File: src/rtl/pin_arb_pkg.sv
// Shared definitions for the PIN verifier arbiter: session FSM encoding, digit width
// and counter-width helpers.
package pin_arb_pkg;

   typedef enum logic [2:0] {
      INICIO  = 3'd0,
      INICIAR = 3'd1,
      DIGITOS = 3'd2,
      ESPERA  = 3'd3,
      INFORME = 3'd4
   } state_t;

   localparam int DIG_W = 4;

   // Bits needed to hold the value max_val itself.
   function automatic int cnt_w(input int max_val);
      return (max_val < 2) ? 1 : $clog2(max_val + 1);
   endfunction

   // Bits needed to index n items.
   function automatic int idx_w(input int n);
      return (n < 3) ? 1 : $clog2(n);
   endfunction

endpackage

File: src/rtl/pin_access_arbiter_rr.sv
// Combinational round-robin picker: first requester at or after ptr+1, wrapping modulo N.
module rr_arbiter
   import pin_arb_pkg::*;
#(
   parameter int N = 4
) (
   input  logic [N-1:0]          req_i,
   input  logic [idx_w(N)-1:0]   ptr_i,
   output logic [N-1:0]          gnt_o
);

   logic found;

   always_comb begin
      gnt_o = '0;
      found = 1'b0;
      for (int k = 1; k <= N; k++) begin
         for (int i = 0; i < N; i++) begin
            if (!found && req_i[i] && (i == (int'(ptr_i) + k) % N)) begin
               gnt_o[i] = 1'b1;
               found    = 1'b1;
            end
         end
      end
   end

endmodule

File: src/rtl/pin_access_arbiter.sv
// Shares one PIN verifier among N_EST keypad stations with per-session round-robin grant,
// forced-denial timeout and per-station failure lockout.
//   state   | meaning
//   INICIO  | idle, pick next eligible station
//   INICIAR | session start pulse to verifier
//   DIGITOS | forward granted station's digits
//   ESPERA  | wait for verifier verdict
//   INFORME | result pulse to owner, release grant
module pin_access_arbiter
   import pin_arb_pkg::*;
#(
   parameter int N_EST      = 4,
   parameter int N_DIG      = 4,
   parameter int TIMEOUT    = 64,
   parameter int MAX_FALLOS = 3,
   parameter int BLOQUEO    = 256
) (
   input  logic                     clk_i,
   input  logic                     reset_i,
   input  logic [N_EST-1:0]         sol_i,
   input  logic [N_EST-1:0]         dig_stb_in_i,
   input  logic [DIG_W*N_EST-1:0]   dig_in_i,
   output logic [N_EST-1:0]         grant_o,
   output logic [N_EST-1:0]         aceptado_o,
   output logic [N_EST-1:0]         denegado_o,
   output logic [N_EST-1:0]         bloqueado_o,
   output logic                     v_solicitud_o,
   output logic                     v_digito_stb_o,
   output logic [DIG_W-1:0]         v_digito_o,
   input  logic                     v_aceptado_i,
   input  logic                     v_denegado_i
);

   localparam int PW  = idx_w(N_EST);
   localparam int DCW = cnt_w(N_DIG);
   localparam int TW  = cnt_w(TIMEOUT);
   localparam int FW  = cnt_w(MAX_FALLOS);
   localparam int LW  = cnt_w(BLOQUEO);

   state_t             state_q;
   logic [N_EST-1:0]   grant_q, aceptado_q, denegado_q, bloqueado_q;
   logic [PW-1:0]      ptr_q;
   logic [DCW-1:0]     dcnt_q;
   logic [TW-1:0]      tmr_q;
   logic [FW-1:0]      fail_q [N_EST];
   logic [LW-1:0]      lock_q [N_EST];
   logic               v_sol_q, v_stb_q;
   logic [DIG_W-1:0]   v_dig_q;

   logic [N_EST-1:0]   elig_d, arb_gnt_d;
   logic [PW-1:0]      gidx_d;
   logic               stb_d;
   logic [DIG_W-1:0]   dig_d;
   logic               fin_d, acc_d;

   assign elig_d = sol_i & ~bloqueado_q;

   rr_arbiter #(.N(N_EST)) u_rr (
      .req_i (elig_d),
      .ptr_i (ptr_q),
      .gnt_o (arb_gnt_d)
   );

   always_comb begin
      gidx_d = '0;
      stb_d  = 1'b0;
      dig_d  = '0;
      for (int i = 0; i < N_EST; i++) begin
         if (grant_q[i]) begin
            gidx_d = PW'(i);
            stb_d  = dig_stb_in_i[i];
            dig_d  = dig_in_i[i*DIG_W +: DIG_W];
         end
      end
   end

   // A verifier verdict takes priority over an expiring timer; both flags high means deny.
   always_comb begin
      fin_d = ((state_q == DIGITOS) || (state_q == ESPERA)) &&
              (v_aceptado_i || v_denegado_i || (tmr_q == '0));
      acc_d = v_aceptado_i && !v_denegado_i;
   end

   always_ff @(posedge clk_i or posedge reset_i) begin
      if (reset_i) begin
         state_q     <= INICIO;
         grant_q     <= '0;
         aceptado_q  <= '0;
         denegado_q  <= '0;
         bloqueado_q <= '0;
         ptr_q       <= '0;
         dcnt_q      <= '0;
         tmr_q       <= '0;
         v_sol_q     <= 1'b0;
         v_stb_q     <= 1'b0;
         v_dig_q     <= '0;
         for (int i = 0; i < N_EST; i++) begin
            fail_q[i] <= '0;
            lock_q[i] <= '0;
         end
      end else begin
         v_sol_q    <= 1'b0;
         v_stb_q    <= 1'b0;
         aceptado_q <= '0;
         denegado_q <= '0;

         for (int i = 0; i < N_EST; i++) begin
            if (bloqueado_q[i]) begin
               lock_q[i] <= lock_q[i] - LW'(1);
               if (lock_q[i] == LW'(1)) bloqueado_q[i] <= 1'b0;
            end
         end

         case (state_q)
            INICIO: begin
               if (|elig_d) begin
                  grant_q <= arb_gnt_d;
                  v_sol_q <= 1'b1;
                  state_q <= INICIAR;
               end
            end
            INICIAR: begin
               dcnt_q  <= '0;
               tmr_q   <= TW'(TIMEOUT - 1);
               state_q <= DIGITOS;
            end
            DIGITOS, ESPERA: begin
               if (fin_d) begin
                  state_q    <= INFORME;
                  aceptado_q <= acc_d ? grant_q : '0;
                  denegado_q <= acc_d ? '0 : grant_q;
                  for (int i = 0; i < N_EST; i++) begin
                     if (grant_q[i]) begin
                        if (acc_d) begin
                           fail_q[i] <= '0;
                        end else if (fail_q[i] >= FW'(MAX_FALLOS - 1)) begin
                           fail_q[i]      <= '0;
                           bloqueado_q[i] <= 1'b1;
                           lock_q[i]      <= LW'(BLOQUEO);
                        end else begin
                           fail_q[i] <= fail_q[i] + FW'(1);
                        end
                     end
                  end
               end else begin
                  tmr_q <= tmr_q - TW'(1);
                  if ((state_q == DIGITOS) && stb_d) begin
                     v_stb_q <= 1'b1;
                     v_dig_q <= dig_d;
                     dcnt_q  <= dcnt_q + DCW'(1);
                     if (dcnt_q == DCW'(N_DIG - 1)) state_q <= ESPERA;
                  end
               end
            end
            INFORME: begin
               grant_q <= '0;
               ptr_q   <= gidx_d;
               state_q <= INICIO;
            end
            default: state_q <= INICIO;
         endcase
      end
   end

   assign grant_o        = grant_q;
   assign aceptado_o     = aceptado_q;
   assign denegado_o     = denegado_q;
   assign bloqueado_o    = bloqueado_q;
   assign v_solicitud_o  = v_sol_q;
   assign v_digito_stb_o = v_stb_q;
   assign v_digito_o     = v_dig_q;

endmodule

File: config.mk
export PLATFORM = sky130hd
export DESIGN_NAME = pin_access_arbiter
export DESIGN_NICKNAME = d
export VERILOG_FILES = /design/src/rtl/pin_arb_pkg.sv /design/src/rtl/pin_access_arbiter_rr.sv /design/src/rtl/pin_access_arbiter.sv
export SDC_FILE = /design/constraint.sdc
export NUM_CORES = 1
export LEC_CHECK = 0
export CORE_MARGIN = 4
export CORE_UTILIZATION = 55
export DETAILED_ROUTE_END_ITERATION = 8
export PLACE_DENSITY = 0.79
export SYNTH_ARGS = -nofsm -noshare
export SYNTH_HDL_FRONTEND = slang
export SYNTH_SLANG_ARGS = --single-unit
File: constraint.sdc
create_clock -name clk_i -period 5 [get_ports clk_i]
set_clock_uncertainty 0.1 [all_clocks]
set_input_delay 1 -clock clk_i [delete_from_list [all_inputs] [get_ports clk_i]]
set_output_delay 1 -clock clk_i [all_outputs]
set_load 0.01 [all_outputs]
==> flow_summary.ini <==
[layout]
nFillCells = 586
antenna_cells = 0
drive_gt1_share_pct = 8.894
area_growth_pct = 19.57
final_cell_mix = dfrtp_1, nor2_1, clkdlybuf4s50_1
fin_area_sq_um = 4931
final_common_cell = dfrtp_1
fin_nets = 497

[worst_setup_path]
worstPathMaxFanout = 19
cp_cell_sequence = clkdlybuf4s50_1
worstSetupPathType = flop to output pin
rr_worst_depth = 4
max_stage_delay_ns = 0.73
crit_path_end_kind = output pin
reg2reg_slack_ns = 2.53
path_buf_inv = 1
start_kind = flop
worstPathRequired_ns = 3.90
worst-path-stages = 1
critPathCapture = grant_o[3]
arrival_ns = 1.72
critPathLaunch = grant_o[3]$_DFFE_PP0P_
worstReg2RegEnd = lock_q[10]$_DFF_PP0_
r2r-start = state_q[2]$_DFFE_PP0P_
path_delay_family = flip-flops
slowest_stage = dfrtp_1

[global_route]
antenna_found_initial = 0
grt_pass1_vias = 3118
grt.overflow.total = 0
grt_pass1_wl_mm = 14.72
grt_max_degree = 56
grt_usage_pct = 20.85

[yosys]
synth_edf_count = 0
yosysSeqAreaShare_pct = 49.15
synth_seq_cells = 81
synth_area_sq_um = 4124
synth_top_cell_by_area = dfrtp_1
synthCells = 409
synth_ff_type = dfrtp_1
synth_nets = 449
synth-warning-count = 0
synth_area_leaders = dfrtp_1, nor2_1, xnor2_1, ha_1, nand2_1
async_flop_share_pct = 100.0
synth_top_cell_area_share_pct = 49.15
ys_types = 62
syn_avg_cell_area_sq_um = 10.08

[drt]
ant_nets = 0
viasPerCell = 5.625
drt_wl_total_mm = 8.684
drc = 0
drtIter0Drc = 92
vias = 3150
dr.pass1.iters = 4
wl_per_cell_microns = 15.51

[clocking]
cts_hold_buf = 0
clock-sinks = 81
cts_max_path_buffers = 2
cts_buffers = 9
root_buffer = clkbuf_8
clkTransAtPathRegs_ns = 0.08
postCtsResizedCells = 0
cts_setup_buffers = 0
h-tree-depth = 3
cts_tree = done
insertion_delay_ns = 0.35

[timing]
setup_viol = 0
min_period_ns = 2.825
tns_ns = 0
rsz0062_at_grt = false
max_slew.worst_pin.slew_ns = 1.082
timing.fmax_ghz = 0.3540
finalCritPeriodShare_pct = 56.49
setup_slack_ns = 2.175
slew_headroom_pct = 27.71
hold_viol_final = 0
finalMaxSlewViolations = 0

[min_path]
hold_class = flop to flop

[pwr]
peakVddDrop_uv = 289.5
power_leakage_nw = 2.022
power_density_nw_per_um2 = 531.6

[floorplan]
rows = 31
ios = 50
dieArea_sq_um = 8947
die_w_microns = 94.59
start_util_pct = 56.86
core_area_sq_um = 7253
die_h_microns = 94.59

[job]
drv_cap = 0

[placement]
gp_congestion = 0.8334
dp_slack_ns = 1.991
numPortBuffers = 49
placed_cell_area_sq_um = 4703
hpwl_mm = 6.292

[outcome]
status = finished, final reports clean
==> power breakdown <==
part / switching [mW] / internal (mW)
clock network: 0.235 / 0.307
registers: 0.293 / 0.900
logic: 0.436 / 0.452
==> worst min path at each step <==
stage                               from  slack (ns)  cells after the start                   endpoint
2_1_floorplan      fail_q[1]$_DFFE_PP0P_        0.36                      1      fail_q[1]$_DFFE_PP0P_
4_1_cts            fail_q[1]$_DFFE_PP0P_        0.41                      1      fail_q[1]$_DFFE_PP0P_
6_report           fail_q[1]$_DFFE_PP0P_        0.43                      1      fail_q[1]$_DFFE_PP0P_
3_3_place_gp       fail_q[1]$_DFFE_PP0P_        0.38                      1      fail_q[1]$_DFFE_PP0P_
3_5_place_dp   v_digito_o[3]$_DFFE_PP0P_        0.40                      1  v_digito_o[3]$_DFFE_PP0P_
5_1_grt            fail_q[7]$_DFFE_PP0P_        0.44                      1      fail_q[7]$_DFFE_PP0P_
==> registers in the layout, indices dropped and copies added (netlist names), 2 cells and up <==
register / count
aceptado_o: 4
tmr_q: 7
dcnt_q: 3
state_q: 3
bloqueado_o: 4
fail_q: 8
denegado_o: 4
lock_q: 36
grant_o: 4
v_digito_o: 4
ptr_q: 2
==> metal layers <==
metal / part of all wire [%] / GRT usage (%) / vias to the layer above / wire (microns)
met5: 0 / 0 / - / 0
met4: 1.2 / 5.649 / 0 / 104
met3: 3.7 / 4.781 / 11 / 321
met2: 52 / 35.76 / 52 / 4489
met1: 43 / 26.61 / 1554 / 3768
li1: - / - / 1533 / -
==> through the flow <==
step	instances	utilization, %	hold WS, ns	total power [mW]
global route	560	67.98	0.4419	2.823
detailed placement	545	64.84	0.4010	2.091
floorplan	409	-	0.3629	1.807
CTS	560	67.98	0.4122	2.646
global placement	545	64.84	0.3808	2.044
finish	560	67.98	0.4269	2.621
==> synthesized netlist by cell type (5+ instances only) <==
cell / number
o21ai_0: 12
and2_1: 5
or3_1: 7
nor2_1: 54
dfrtp_1: 81
nand2_1: 34
o31ai_1: 8
nor4_1: 6
o21ai_1: 8
inv_1: 20
nor3_1: 9
xor2_1: 9
nand3_1: 8
nor2b_1: 6
clkbuf_1: 13
a211oi_1: 6
nand2b_1: 6
xnor2_1: 23
a21oi_1: 10
ha_1: 12
==> area by class of cell <==
type / instances / area, sq um / area share [%]
clock buffers: 11 / 151.4 / 3.070
clock inverters: 4 / 76.32 / 1.548
inverters: 20 / 76.32 / 1.548
multi-input cells: 293 / 1963 / 39.81
flip-flops and latches: 81 / 2027 / 41.11
well taps: 99 / 123.9 / 2.512
repair buffers: 52 / 513.0 / 10.40
==> cells by family after synthesis <==
kind of cell,synth area share [%]
multiplexers,1.729
AO/OA/AOI/OAI,13.08
AND/OR/NAND/NOR,22.36
flip-flops,49.15
adder cells (fa/ha/maj),3.641
buffers and inverters,3.246
XOR/XNOR,6.796
==> worst register-to-register path: cells and delay by family (launching register included) <==
family	cells	cell delay (ns)
AOI/OAI and AO/OA	1	0.10
and+or+nand+nor	3	1.65
DFF	1	0.48
No activity file was read; power rests on OpenSTA's default activity.
==> RTL edit 1, RTL diff (config.mk and constraints unchanged) <==
The parameter `MAX_FALLOS` goes from 3 to 2.
--- a/src/rtl/pin_access_arbiter.sv
+++ b/src/rtl/pin_access_arbiter.sv
@@ -12,7 +12,7 @@
    parameter int N_EST      = 4,
    parameter int N_DIG      = 4,
    parameter int TIMEOUT    = 64,
-   parameter int MAX_FALLOS = 3,
+   parameter int MAX_FALLOS = 2,
    parameter int BLOQUEO    = 256
 ) (
    input  logic                     clk_i,
Check against the original RTL: not settled (the Yosys comparison gave no result); the edit may change what the design does.
==> RTL edit 1 against the original RTL <==
Die area fell by 1.2%. Utilization is 0.66 points lower. Synthesized area down 1.3%. Total power about the same. Sequential cell count stayed put. Final area down 1.5%. Routed wire length shrank 0.59%. Worst setup slack better by 0.011 ns. Largest cell class unchanged. Largest power group unchanged.
==> RTL edit 1: results <==
{
  "avgViaCountPerCell": 5.55,
  "fillCellCount": 585,
  "vias": 3025,
  "layout.comb_gates.multi_input": 277,
  "clock_area_frac": 0.0420,
  "placed_area_um2": 4650,
  "power_leakage_nw": 2.01,
  "buffers_excl_clock": 50,
  "synth_common_cells": "dfrtp_1, nor2_1, nand2_1",
  "post-place-ws_ns": 1.83,
  "drive_above_1_share": 0.0852,
  "reg2reg_from": "grant_o[3]",
  "seq_share": 0.417,
  "clock_path_buffers": 2,
  "dpl.cell_count": 530,
  "hold-worst-slack_ns": 0.399,
  "port_buffers": 49,
  "max_slew.worst_pin.slew_ns": 0.946,
  "first_iter_violations": 172,
  "track_usage": 0.215,
  "ys_types": 50,
  "status": "completed",
  "post-route-period-util": 0.563,
  "synth.avg_cell_area_um2": 10.4,
  "buf_share": 0.103,
  "grt_pass1_vias": 3064,
  "postLayoutCellArea_um2": 4860,
  "routed_wl_mm": 8.63,
  "multi_input_area_um2": 1920,
  "min_from": "fail_q[7]",
  "grt_pass1_wl_mm": 14.7,
  "gp_congestion": 0.836,
  "r2r_slack_ns": 2.57,
  "path_max_fanout": 18,
  "synth_area_leaders": "dfrtp_1, nor2_1, ha_1, xnor2_1, nand2_1",
  "crit_path_max_incr_delay_ns": 0.71,
  "synth_fp_nets": 434,
  "nets": 486,
  "place_hpwl_mm": 6.21,
  "ir_worst_vdd_uv": 279
}
==> RTL edit 1: kinds of logic (layout without fill, tap and decap cells) <==
logic type               count (synthesis)  count (layout)  synth area share
AO/OA/AOI/OAI                           58              58             0.109
XOR/XNOR                                33              33            0.0710
adder cells (fa/ha/maj)                 16              16            0.0492
buffers and inverters                   32              88            0.0313
flip-flops                              81              81             0.498
multiplexers                             9               9            0.0270
AND/OR/NAND/NOR                        161             161             0.215
==> RTL edit 1: power breakdown <==
group | internal (mW) | switching [mW] | total (mW)
clock | 0.255 | 0.235 | 0.491
sequential | 0.897 | 0.307 | 1.20
combinational | 0.476 | 0.453 | 0.929
total | 1.63 | 0.995 | 2.62
==> RTL edit 1: per-layer routing <==
layer / vias to the layer above / share of wire / global-route usage
li1: 1471 / - / -
met1: 1500 / 0.44 / 0.272
met2: 42 / 0.52 / 0.365
met3: 12 / 0.028 / 0.0425
met4: 0 / 0.016 / 0.0770
met5: - / 0 / 0
==> RTL edit 2, RTL diff (same settings) <==
Without the edit above. Make the reset (`reset_i`) synchronous in one clocked block.
--- a/src/rtl/pin_access_arbiter.sv
+++ b/src/rtl/pin_access_arbiter.sv
@@ -81,7 +81,7 @@
       acc_d = v_aceptado_i && !v_denegado_i;
    end
 
-   always_ff @(posedge clk_i or posedge reset_i) begin
+   always_ff @(posedge clk_i) begin
       if (reset_i) begin
          state_q     <= INICIO;
          grant_q     <= '0;
Function: not settled (the Yosys comparison gave no result); the edit may change what the design does.
==> RTL edit 2 against the original RTL <==
Synthesized area down 1.5%. Utilization down 1.8 points. Routed wire length down 3.5%. Hold slack worse by 0.050 ns. Critical path type is now input port to flop. Sequential cell count unchanged. Sequential share of layout area down 1.7 points. Worst setup slack worse by 0.24 ns. Final area down 3.1%. Largest cell class is now multi-input combinational cells. Global-route usage down 0.60 points. Via count up 2.6%.
Power is not compared: it rests on default switching activity, and its combinational part moved more than twofold at a synthesized area within 25%.
==> RTL edit 2: results <==
{
  "status": "completed",
  "nets": 523,
  "grt_pass1_wl_mm": 14.1,
  "first_iter_violations": 211,
  "cpMaxStageDelayCell": "clkdlybuf4s50_1",
  "cp_top_family": "buffers and inverters",
  "cts_root_buffer": "clkbuf_8",
  "grtUsageMet3": 0.0296,
  "track_usage": 0.203,
  "post-place-ws_ns": 1.58,
  "critPathArrivalTime_ns": 3.04,
  "ys.flop_type": "dfxtp_1",
  "place_hpwl_mm": 6.39,
  "synth-edff-count": 26,
  "synth_fp_nets": 476,
  "grt_start_max_net_pins": 22,
  "power_leakage_nw": 1.76,
  "crit_path_max_incr_delay_ns": 0.86,
  "max_slew.worst_pin.slew_ns": 0.878,
  "synth_common_cells": "nor2_1, dfxtp_1, edfxtp_1, nand2_1, inv_1",
  "seq_area_frac_synth": 0.463,
  "synth_area_leaders": "dfxtp_1, edfxtp_1, nor2_1, ha_1, xnor2_1",
  "grt_pass1_vias": 3065,
  "routed_wl_mm": 8.38,
  "gp_congestion": 0.814,
  "wl_met1_mm": 3.78,
  "dr_wl_met2_mm": 4.17,
  "grt.met2_usage": 0.343,
  "async_reset_ff_frac": 0,
  "wl_met3_um": 253,
  "use_met1": 0.257,
  "ys_types": 58,
  "vias": 3233
}
[RTL edit 2: metrics by stage]
step / std cells / hold slack [ns] / area (µm²) / utilization
after floorplan: 432 / 0.336 / 4060 / -
after global placement: 567 / 0.348 / 4610 / 0.638
after detailed placement: 567 / 0.366 / 4610 / 0.638
after CTS: 583 / 0.379 / 4780 / 0.662
after global routing: 583 / 0.409 / 4780 / 0.662
final: 583 / 0.377 / 4780 / 0.662
[RTL edit 2: where the power goes]
part | internal (mW) | switching [mW]
clock network | 0.189 | 0.228
registers | 0.703 | 0.0382
logic | 0.0915 | 0.105
[RTL edit 2: cells by family (layout without fill, tap and decap cells)]
family | count (synthesis) | count (layout) | share of synthesized area
DFF | 81 | 81 | 0.463
muxes | 2 | 2 | 0.00493
and+or+nand+nor | 193 | 193 | 0.244
adders and majority gates | 16 | 16 | 0.0493
AOI/OAI and AO/OA | 74 | 74 | 0.132
xor gates and xnor gates | 32 | 32 | 0.0690
buffers and inverters | 34 | 86 | 0.0379
[RTL edit 2: layout make-up]
| cell class | count | area (µm²) |
|---|---|---|
| tap | 99 | 124 |
| inverter | 20 | 75.1 |
| clock buffer | 10 | 138 |
| sequential | 81 | 1880 |
| timing repair buffer | 50 | 498 |
| multi-input combinational | 317 | 2030 |
| clock inverter | 6 | 33.8 |
| fill | 602 | 2440 |
[RTL edit 2: path summary, 6_finish.rpt]
path	startpoint	endpoint	slack [ns]	cells past startpoint
worst max-delay path	reset_i	lock_q[1][5]	1.94	5
worst min-delay path	dcnt_q[2]	dcnt_q[2]	0.38	2
worst max register to register	tmr_q[0]	v_digito_o[2]	2.31	7
worst min register to register	dcnt_q[2]	dcnt_q[2]	0.38	2
